## src/rtl/entry_pkg.sv

```systemverilog
// Shared definitions for the calculator operand-entry path: BCD constants,
// one-hot entry FSM encodings, debouncer button order and button priority decode.
package entry_pkg;

    localparam int DIGIT_WIDTH = 4;
    localparam logic [DIGIT_WIDTH-1:0] BCD_MAX = 4'd9;

    typedef enum logic [2:0] {
        ENTRY_IDLE = 3'b001,
        ENTRY_EDIT = 3'b010,
        ENTRY_HOLD = 3'b100
    } entry_state_t;

    // Bit order of the debouncer/decoder button bus
    localparam int BTN_UP    = 0;
    localparam int BTN_DOWN  = 1;
    localparam int BTN_LEFT  = 2;
    localparam int BTN_RIGHT = 3;
    localparam int BTN_MID   = 4;
    localparam int NUM_BTNS  = 5;

    typedef enum logic [2:0] {
        ACT_NONE,
        ACT_UP,
        ACT_DOWN,
        ACT_LEFT,
        ACT_RIGHT,
        ACT_MID
    } btn_act_t;

    // Only the highest-priority pressed button acts: up > down > left > right > mid
    function automatic btn_act_t decode_btn(input logic [NUM_BTNS-1:0] btns);
        if (btns[BTN_UP])         return ACT_UP;
        else if (btns[BTN_DOWN])  return ACT_DOWN;
        else if (btns[BTN_LEFT])  return ACT_LEFT;
        else if (btns[BTN_RIGHT]) return ACT_RIGHT;
        else if (btns[BTN_MID])   return ACT_MID;
        else                      return ACT_NONE;
    endfunction

endpackage

```

## src/rtl/bcd_digit_cnt.sv

```systemverilog
// Single BCD digit that steps mod 10 up or down when enabled, with synchronous clear.
module bcd_digit_cnt
    import entry_pkg::*;
(
    input  logic                   clk,
    input  logic                   rst,
    input  logic                   clr,
    input  logic                   en,
    input  logic                   up,
    output logic [DIGIT_WIDTH-1:0] digit
);

    logic [DIGIT_WIDTH-1:0] digit_reg;

    // The >= compare keeps the digit inside 0..9 even from an illegal value
    always_ff @(posedge clk) begin
        if (rst || clr) begin
            digit_reg <= '0;
        end else if (en) begin
            if (up)
                digit_reg <= (digit_reg >= BCD_MAX) ? '0 : digit_reg + 4'd1;
            else
                digit_reg <= (digit_reg == '0) ? BCD_MAX : digit_reg - 4'd1;
        end
    end

    assign digit = digit_reg;

endmodule

```

## src/rtl/operand_entry.sv

```systemverilog
// Operand-entry controller: builds NUM_OPERANDS signed BCD operands from button pulses
// and offers them through a valid/ready handshake. Define ENTRY_SIGN_EN for the sign field.
module operand_entry
    import entry_pkg::*;
#(
    parameter int NUM_DIGITS   = 3,
    parameter int NUM_OPERANDS = 2
) (
    input  logic clk,
    input  logic rst,
    input  logic entry_start,
    input  logic entry_abort,
    input  logic btn_up,
    input  logic btn_down,
    input  logic btn_left,
    input  logic btn_right,
    input  logic btn_mid,
    output logic entry_busy,
    output logic [((NUM_OPERANDS > 1) ? $clog2(NUM_OPERANDS) : 1)-1:0] cur_operand,
    output logic [$clog2(NUM_DIGITS+1)-1:0]                           cur_pos,
    output logic [NUM_DIGITS*DIGIT_WIDTH-1:0]                         edit_digits,
    output logic                                                      edit_sign,
    output logic [NUM_OPERANDS*NUM_DIGITS*DIGIT_WIDTH-1:0]            ops_digits,
    output logic [NUM_OPERANDS-1:0]                                   ops_sign,
    output logic                                                      ops_valid,
    input  logic                                                      ops_ready
);

    localparam int OP_W  = (NUM_OPERANDS > 1) ? $clog2(NUM_OPERANDS) : 1;
    localparam int POS_W = $clog2(NUM_DIGITS+1);
    localparam int DW    = NUM_DIGITS*DIGIT_WIDTH;
`ifdef ENTRY_SIGN_EN
    localparam logic [POS_W-1:0] TOP_POS = POS_W'(NUM_DIGITS);
`else
    localparam logic [POS_W-1:0] TOP_POS = POS_W'(NUM_DIGITS-1);
`endif
    localparam logic [OP_W-1:0] LAST_OP = OP_W'(NUM_OPERANDS-1);

    entry_state_t state_reg, state_next;
    logic [POS_W-1:0] cur_pos_reg, cur_pos_next;
    logic [OP_W-1:0]  cur_operand_reg, cur_operand_next;
    logic [DW-1:0]    edit_digits_w;
    logic             edit_sign_reg;
    logic [NUM_OPERANDS*DW-1:0] ops_digits_reg;

    logic [NUM_BTNS-1:0] btns;
    btn_act_t act, edit_act;
    logic in_idle, in_edit, in_hold;
    logic begin_hit, abort_hit, commit, is_last, next_operand, edit_clr, step, step_up;

    assign btns[BTN_UP]    = btn_up;
    assign btns[BTN_DOWN]  = btn_down;
    assign btns[BTN_LEFT]  = btn_left;
    assign btns[BTN_RIGHT] = btn_right;
    assign btns[BTN_MID]   = btn_mid;
    assign act = decode_btn(btns);

    assign in_idle = (state_reg == ENTRY_IDLE);
    assign in_edit = (state_reg == ENTRY_EDIT);
    assign in_hold = (state_reg == ENTRY_HOLD);

    // Abort outranks every button, so buttons only act in EDIT without abort
    assign begin_hit    = in_idle && entry_start;
    assign abort_hit    = entry_abort && (in_edit || in_hold);
    assign edit_act     = (in_edit && !entry_abort) ? act : ACT_NONE;
    assign is_last      = (cur_operand_reg == LAST_OP);
    assign commit       = (edit_act == ACT_MID);
    assign next_operand = commit && !is_last;
    assign edit_clr     = begin_hit || abort_hit || next_operand;
    assign step         = (edit_act == ACT_UP) || (edit_act == ACT_DOWN);
    assign step_up      = (edit_act == ACT_UP);

    always_ff @(posedge clk) begin
        if (rst) begin
            state_reg       <= ENTRY_IDLE;
            cur_pos_reg     <= '0;
            cur_operand_reg <= '0;
        end else begin
            state_reg       <= state_next;
            cur_pos_reg     <= cur_pos_next;
            cur_operand_reg <= cur_operand_next;
        end
    end

    always_comb begin
        state_next       = state_reg;
        cur_pos_next     = cur_pos_reg;
        cur_operand_next = cur_operand_reg;
        case (state_reg)
            ENTRY_IDLE: if (entry_start) state_next = ENTRY_EDIT;
            ENTRY_EDIT: begin
                if (entry_abort)          state_next = ENTRY_IDLE;
                else if (commit && is_last) state_next = ENTRY_HOLD;
            end
            ENTRY_HOLD: if (entry_abort || ops_ready) state_next = ENTRY_IDLE;
            default:    state_next = ENTRY_IDLE;
        endcase

        if (begin_hit || abort_hit) begin
            cur_pos_next     = '0;
            cur_operand_next = '0;
        end else if (next_operand) begin
            cur_pos_next     = '0;
            cur_operand_next = cur_operand_reg + OP_W'(1);
        end else if (edit_act == ACT_LEFT) begin
            if (cur_pos_reg < TOP_POS) cur_pos_next = cur_pos_reg + POS_W'(1);
        end else if (edit_act == ACT_RIGHT) begin
            if (cur_pos_reg != '0) cur_pos_next = cur_pos_reg - POS_W'(1);
        end
    end

    for (genvar gi = 0; gi < NUM_DIGITS; gi++) begin : g_digit
        bcd_digit_cnt u_digit (
            .clk   (clk),
            .rst   (rst),
            .clr   (edit_clr),
            .en    (step && (cur_pos_reg == POS_W'(gi))),
            .up    (step_up),
            .digit (edit_digits_w[gi*DIGIT_WIDTH +: DIGIT_WIDTH])
        );
    end

`ifdef ENTRY_SIGN_EN
    logic [NUM_OPERANDS-1:0] ops_sign_reg;

    always_ff @(posedge clk) begin
        if (rst || edit_clr)
            edit_sign_reg <= 1'b0;
        else if (step && (cur_pos_reg == POS_W'(NUM_DIGITS)))
            edit_sign_reg <= ~edit_sign_reg;
    end

    always_ff @(posedge clk) begin
        if (rst) begin
            ops_sign_reg <= '0;
        end else begin
            for (int i = 0; i < NUM_OPERANDS; i++)
                if (commit && (cur_operand_reg == OP_W'(i)))
                    ops_sign_reg[i] <= edit_sign_reg;
        end
    end

    assign ops_sign = ops_sign_reg;
`else
    assign edit_sign_reg = 1'b0;
    assign ops_sign      = '0;
`endif

    // Committed slots persist across abort; only reset clears them
    always_ff @(posedge clk) begin
        if (rst) begin
            ops_digits_reg <= '0;
        end else begin
            for (int i = 0; i < NUM_OPERANDS; i++)
                if (commit && (cur_operand_reg == OP_W'(i)))
                    ops_digits_reg[i*DW +: DW] <= edit_digits_w;
        end
    end

    assign entry_busy  = in_edit;
    assign ops_valid   = in_hold;
    assign cur_pos     = cur_pos_reg;
    assign cur_operand = cur_operand_reg;
    assign edit_digits = edit_digits_w;
    assign edit_sign   = edit_sign_reg;
    assign ops_digits  = ops_digits_reg;

endmodule

```

## config.mk

```make
export PLATFORM = sky130hd
export DESIGN_NAME = operand_entry
export DESIGN_NICKNAME = d
export VERILOG_FILES = /design/src/rtl/entry_pkg.sv /design/src/rtl/bcd_digit_cnt.sv /design/src/rtl/operand_entry.sv
export SDC_FILE = /design/constraint.sdc
export NUM_CORES = 1
export LEC_CHECK = 0
export ABC_AREA = 1
export BUFFER_PORTS_ARGS = -buffer_cell sky130_fd_sc_hd__clkbuf_2
export CAP_MARGIN = 20
export CORE_MARGIN = 1.5
export CORE_UTILIZATION = 40
export CTS_CLUSTER_DIAMETER = 200
export CTS_CLUSTER_SIZE = 25
export DETAILED_ROUTE_END_ITERATION = 10
export GPL_TIMING_DRIVEN = 0
export REMOVE_ABC_BUFFERS = 1
export SETUP_SLACK_MARGIN = 0.5
export SLEW_MARGIN = 20
export SYNTH_ARGS = -nofsm -noshare
export SYNTH_HDL_FRONTEND = slang
export SYNTH_SLANG_ARGS = --single-unit
```

## constraint.sdc

```tcl
create_clock -name clk -period 1.29 [get_ports clk]
set_input_delay 0.258 -clock clk [delete_from_list [all_inputs] [get_ports clk]]
set_output_delay 0.258 -clock clk [all_outputs]
set_load 0.005 [all_outputs]
```

==> key figures <==
Power and ir drop
  – Switching Share: 27.7%
  – P_leak: 0.00167 uW
  – Combinational Power Share: 9.7%
  – Pwr dens: 694 nW/um^2
  – Psw: between 600 and 700 uW
  – Sequential power share: a little over half
  – Pint: 1760 uW
  – Maximum vdd drop: approximately 0.46 mV
  – Clock share of power: between 30% and 40%

STA
  – Final WS setup: -0.268 ns
  – Clock skew: ~0.0073 ns
  – Unrepaired setup endpoints after global routing: true
  – Max Freq: 0.642 GHz
  – Setup Viol. Count Final: 44
  – Slew Limit Fails: 0
  – Hold Violations, Final: 0
  – Final Cycle Share: 121%
  – Final min period: roughly 1.6 ns
  – Worst hold slack: roughly 0.18 ns

Layout
  – Ratio of cells with drive above 1 in the final layout: 41.6%
  – Layout net count: 466
  – Inserted Diodes: 0
  – Area Overhead vs Synth: 42.9%
  – Finished Layout Cells: 520
  – Max FFs per register: 24

Worst setup path
  – Critical path data arrival time: 1.79 ns
  – Kind of critical path: reg -> reg
  – Top cell by count, worst path: nor2_4
  – Critical Path RT: 1.52 ns
  – Max incr delay on CP: roughly 0.34 ns
  – Startpoint types: register
  – Crit-path slowest cell: dfxtp_2
  – Crit-path max FO: 6
  – CP Cell Sequence: nor2_4 -> nand3_4 -> nor2_4 -> nand4_4 -> nor2_4 -> buf_12 -> buf_8 -> o21ai_2 -> nor2_1
  – Setup crit end kind: register

Synth
  – Yosys reg bits: 42
  – Synth Cell Area: 2460 um^2
  – Largest cells by area after synthesis: dfxtp_1 34%, nor2_1 13%, nand2_1 11%
  – Synth Warn #: 0
  – Share of the synthesized area in the top cell type: between 30% and 40%
  – Sequential area share after synthesis: 34.2%
  – Mapped Cells: 364
  – Synth cell types: 27
  – Mapped Avg Cell Area: 6.75 um^2
  – Area leader, netlist: dfxtp_1

Clock tree
  – H-tree depth: 2
  – TritonCTS clock tree: built
  – CTS root buffer: clkbuf_8
  – Clock buffer depth: 2
  – # clock sinks: 42
  – Total CTS buffers: 5
  – Worst skew pair latency: roughly 0.30 ns
  – Cts-stage hold buffer count: 0
  – CTS clk-pin slew, worst paths: 0.09 ns

Hold path
  – Hold WC Path Type: in -> reg

Floorplan
  – Initial Util: between 40% and 50%
  – Die width: between 80 and 90 um
  – Core area: roughly 5900 um^2
  – IO Pins: 54
  – Chip height: 81.4 um
  – Die area: 6620 um^2
  – Placement Rows: 28

Drt
  – Routed vias/inst: 4.76
  – WL final: 6410 um
  – Drc violations: 0
  – Antenna-violating nets left: 0
  – Initial DRT Pass Iterations: 4
  – Via Count: 2477
  – DR iter-0 viols: 100
  – Wire length per cell: 12.3 um

Placed design
  – Placed cells: 481
  – DP HPWL: 4090 um
  – Final RePlAce weighted congestion: 0.923
  – # port buffers: 50

Job
  – Maximum Capacitance Violations: 0

Global routing
  – Global-route wire length before repair: 9670 um
  – GRT Util Overall: between 10% and 20%
  – GR Overflow Total: 0
  – Initial antenna violation count: 0
  – Vias in the first global route: 2069
  – Pin count of the biggest net entering global routing: 26

Status
  – Failing checks: setup timing
  – Status: complete, but fails checks
cell type report:
| class | count | area [um^2] |
|---|---|---|
| fillers | 543 | 2410 |
| multi-input cells | 277 | 1560 |
| flip-flops and latches | 42 | 925 |
| repair buffers | 79 | 676 |
| inverters | 38 | 159 |
| well taps | 75 | 93.8 |
| clock buffers | 5 | 68.8 |
| clock inverters | 3 | 23.8 |
| repair inverters | 1 | 3.75 |
kinds of logic after synthesis:
family,count (synthesis),synth area share (%)
other,1,0.153
AND/OR/NAND/NOR,200,36.6
adder cells (fa/ha/maj),12,6.11
XOR/XNOR,6,2.14
buffers and inverters,48,9.16
AO/OA/AOI/OAI,55,11.6
flip-flops,42,34.2
through the flow:
step,util (%),total power [uW],setup TNS (ns),area [um^2],setup WS [ns]
2_1_floorplan,-,1470,-6.60,2380,-0.274
3_3_place_gp,46.0,1520,-20.84,2730,-0.659
3_5_place_dp,46.0,1530,-21.67,2730,-0.670
4_1_cts,52.6,2430,-8.64,3110,-0.257
5_1_grt,59.3,2540,-12.90,3510,-0.365
6_report,59.3,2440,-8.91,3510,-0.268
layout by cell type, fill, tap and decap left out, types with 5 or more instances in the layout:
cell,count
nor2_2,16
buf_4,17
xor2_1,5
clkbuf_8,5
o21ai_1,23
inv_1,29
o21ai_0,13
dfxtp_2,28
inv_2,6
a21oi_1,8
nand2_1,68
nor2_4,8
nand3_1,9
nor2_1,80
dfxtp_4,13
buf_6,22
ha_1,10
clkbuf_2,33
cells in the mapped netlist:
cell type and n:
nor2_4 4, ha_1 12, nand3_4 1, a21oi_1 12
nor3_1 4, nor2_1 88, inv_2 4, nand3_1 12
nor2_2 11, xor2_1 5, clkbuf_1 2, nand4_4 2
o21bai_1 3, dfxtp_1 42, buf_4 4, xnor2_1 1
nor3b_1 1, o211ai_1 1, inv_1 34, nand2_4 1
nand4_1 2, o21ai_1 22, o21ai_0 17, nand3_2 1
conb_1 1, buf_6 4, nand2_1 73
layer usage:
layer	global-route usage, %	wire [um]	vias up
met2	31.3	3090	53
met3	3.60	265	5
met5	0	0	-
met4	5.69	49	0
met1	25.3	3000	1119
li1	-	-	1300
worst max-delay path: cells and delay by family, from the launching register on:
| kind | cells | cell delay (ns) |
|---|---|---|
| AOI/OAI and AO/OA | 1 | 0.05 |
| buffers and inverters | 2 | 0.27 |
| DFF | 1 | 0.34 |
| and+or+nand+nor | 6 | 0.82 |
power by group through the flow:
stage | clock network [uW] | logic (uW) | registers [uW]
floorplan | 0 | 123 | 1350
global placement | 0 | 172 | 1350
detailed placement | 0 | 173 | 1350
CTS | 924 | 202 | 1300
global route | 979 | 262 | 1300
finish | 902 | 237 | 1300
what timing repair did:
item / in CTS / in global routing
setup buffers: 13 / 14
gates cloned: 2 / 2
endpoints found under the setup margin: 83 / 83
endpoints found under the hold margin: 0 / 0
resized for setup: 72 / 66
pin swaps: 6 / 18
path summary, 6_finish.rpt:
kind                 startpoint       endpoint  slack [ns]  depth (start not counted)
hold / removal              rst   state_reg[2]        0.18                          2
hold reg to reg   ops_digits[4]  ops_digits[4]        0.49                          2
setup reg to reg   state_reg[2]  ops_digits[3]       -0.27                          9
setup / recovery   state_reg[2]  ops_digits[3]       -0.27                          9
Power figures use the tool's default switching activity.
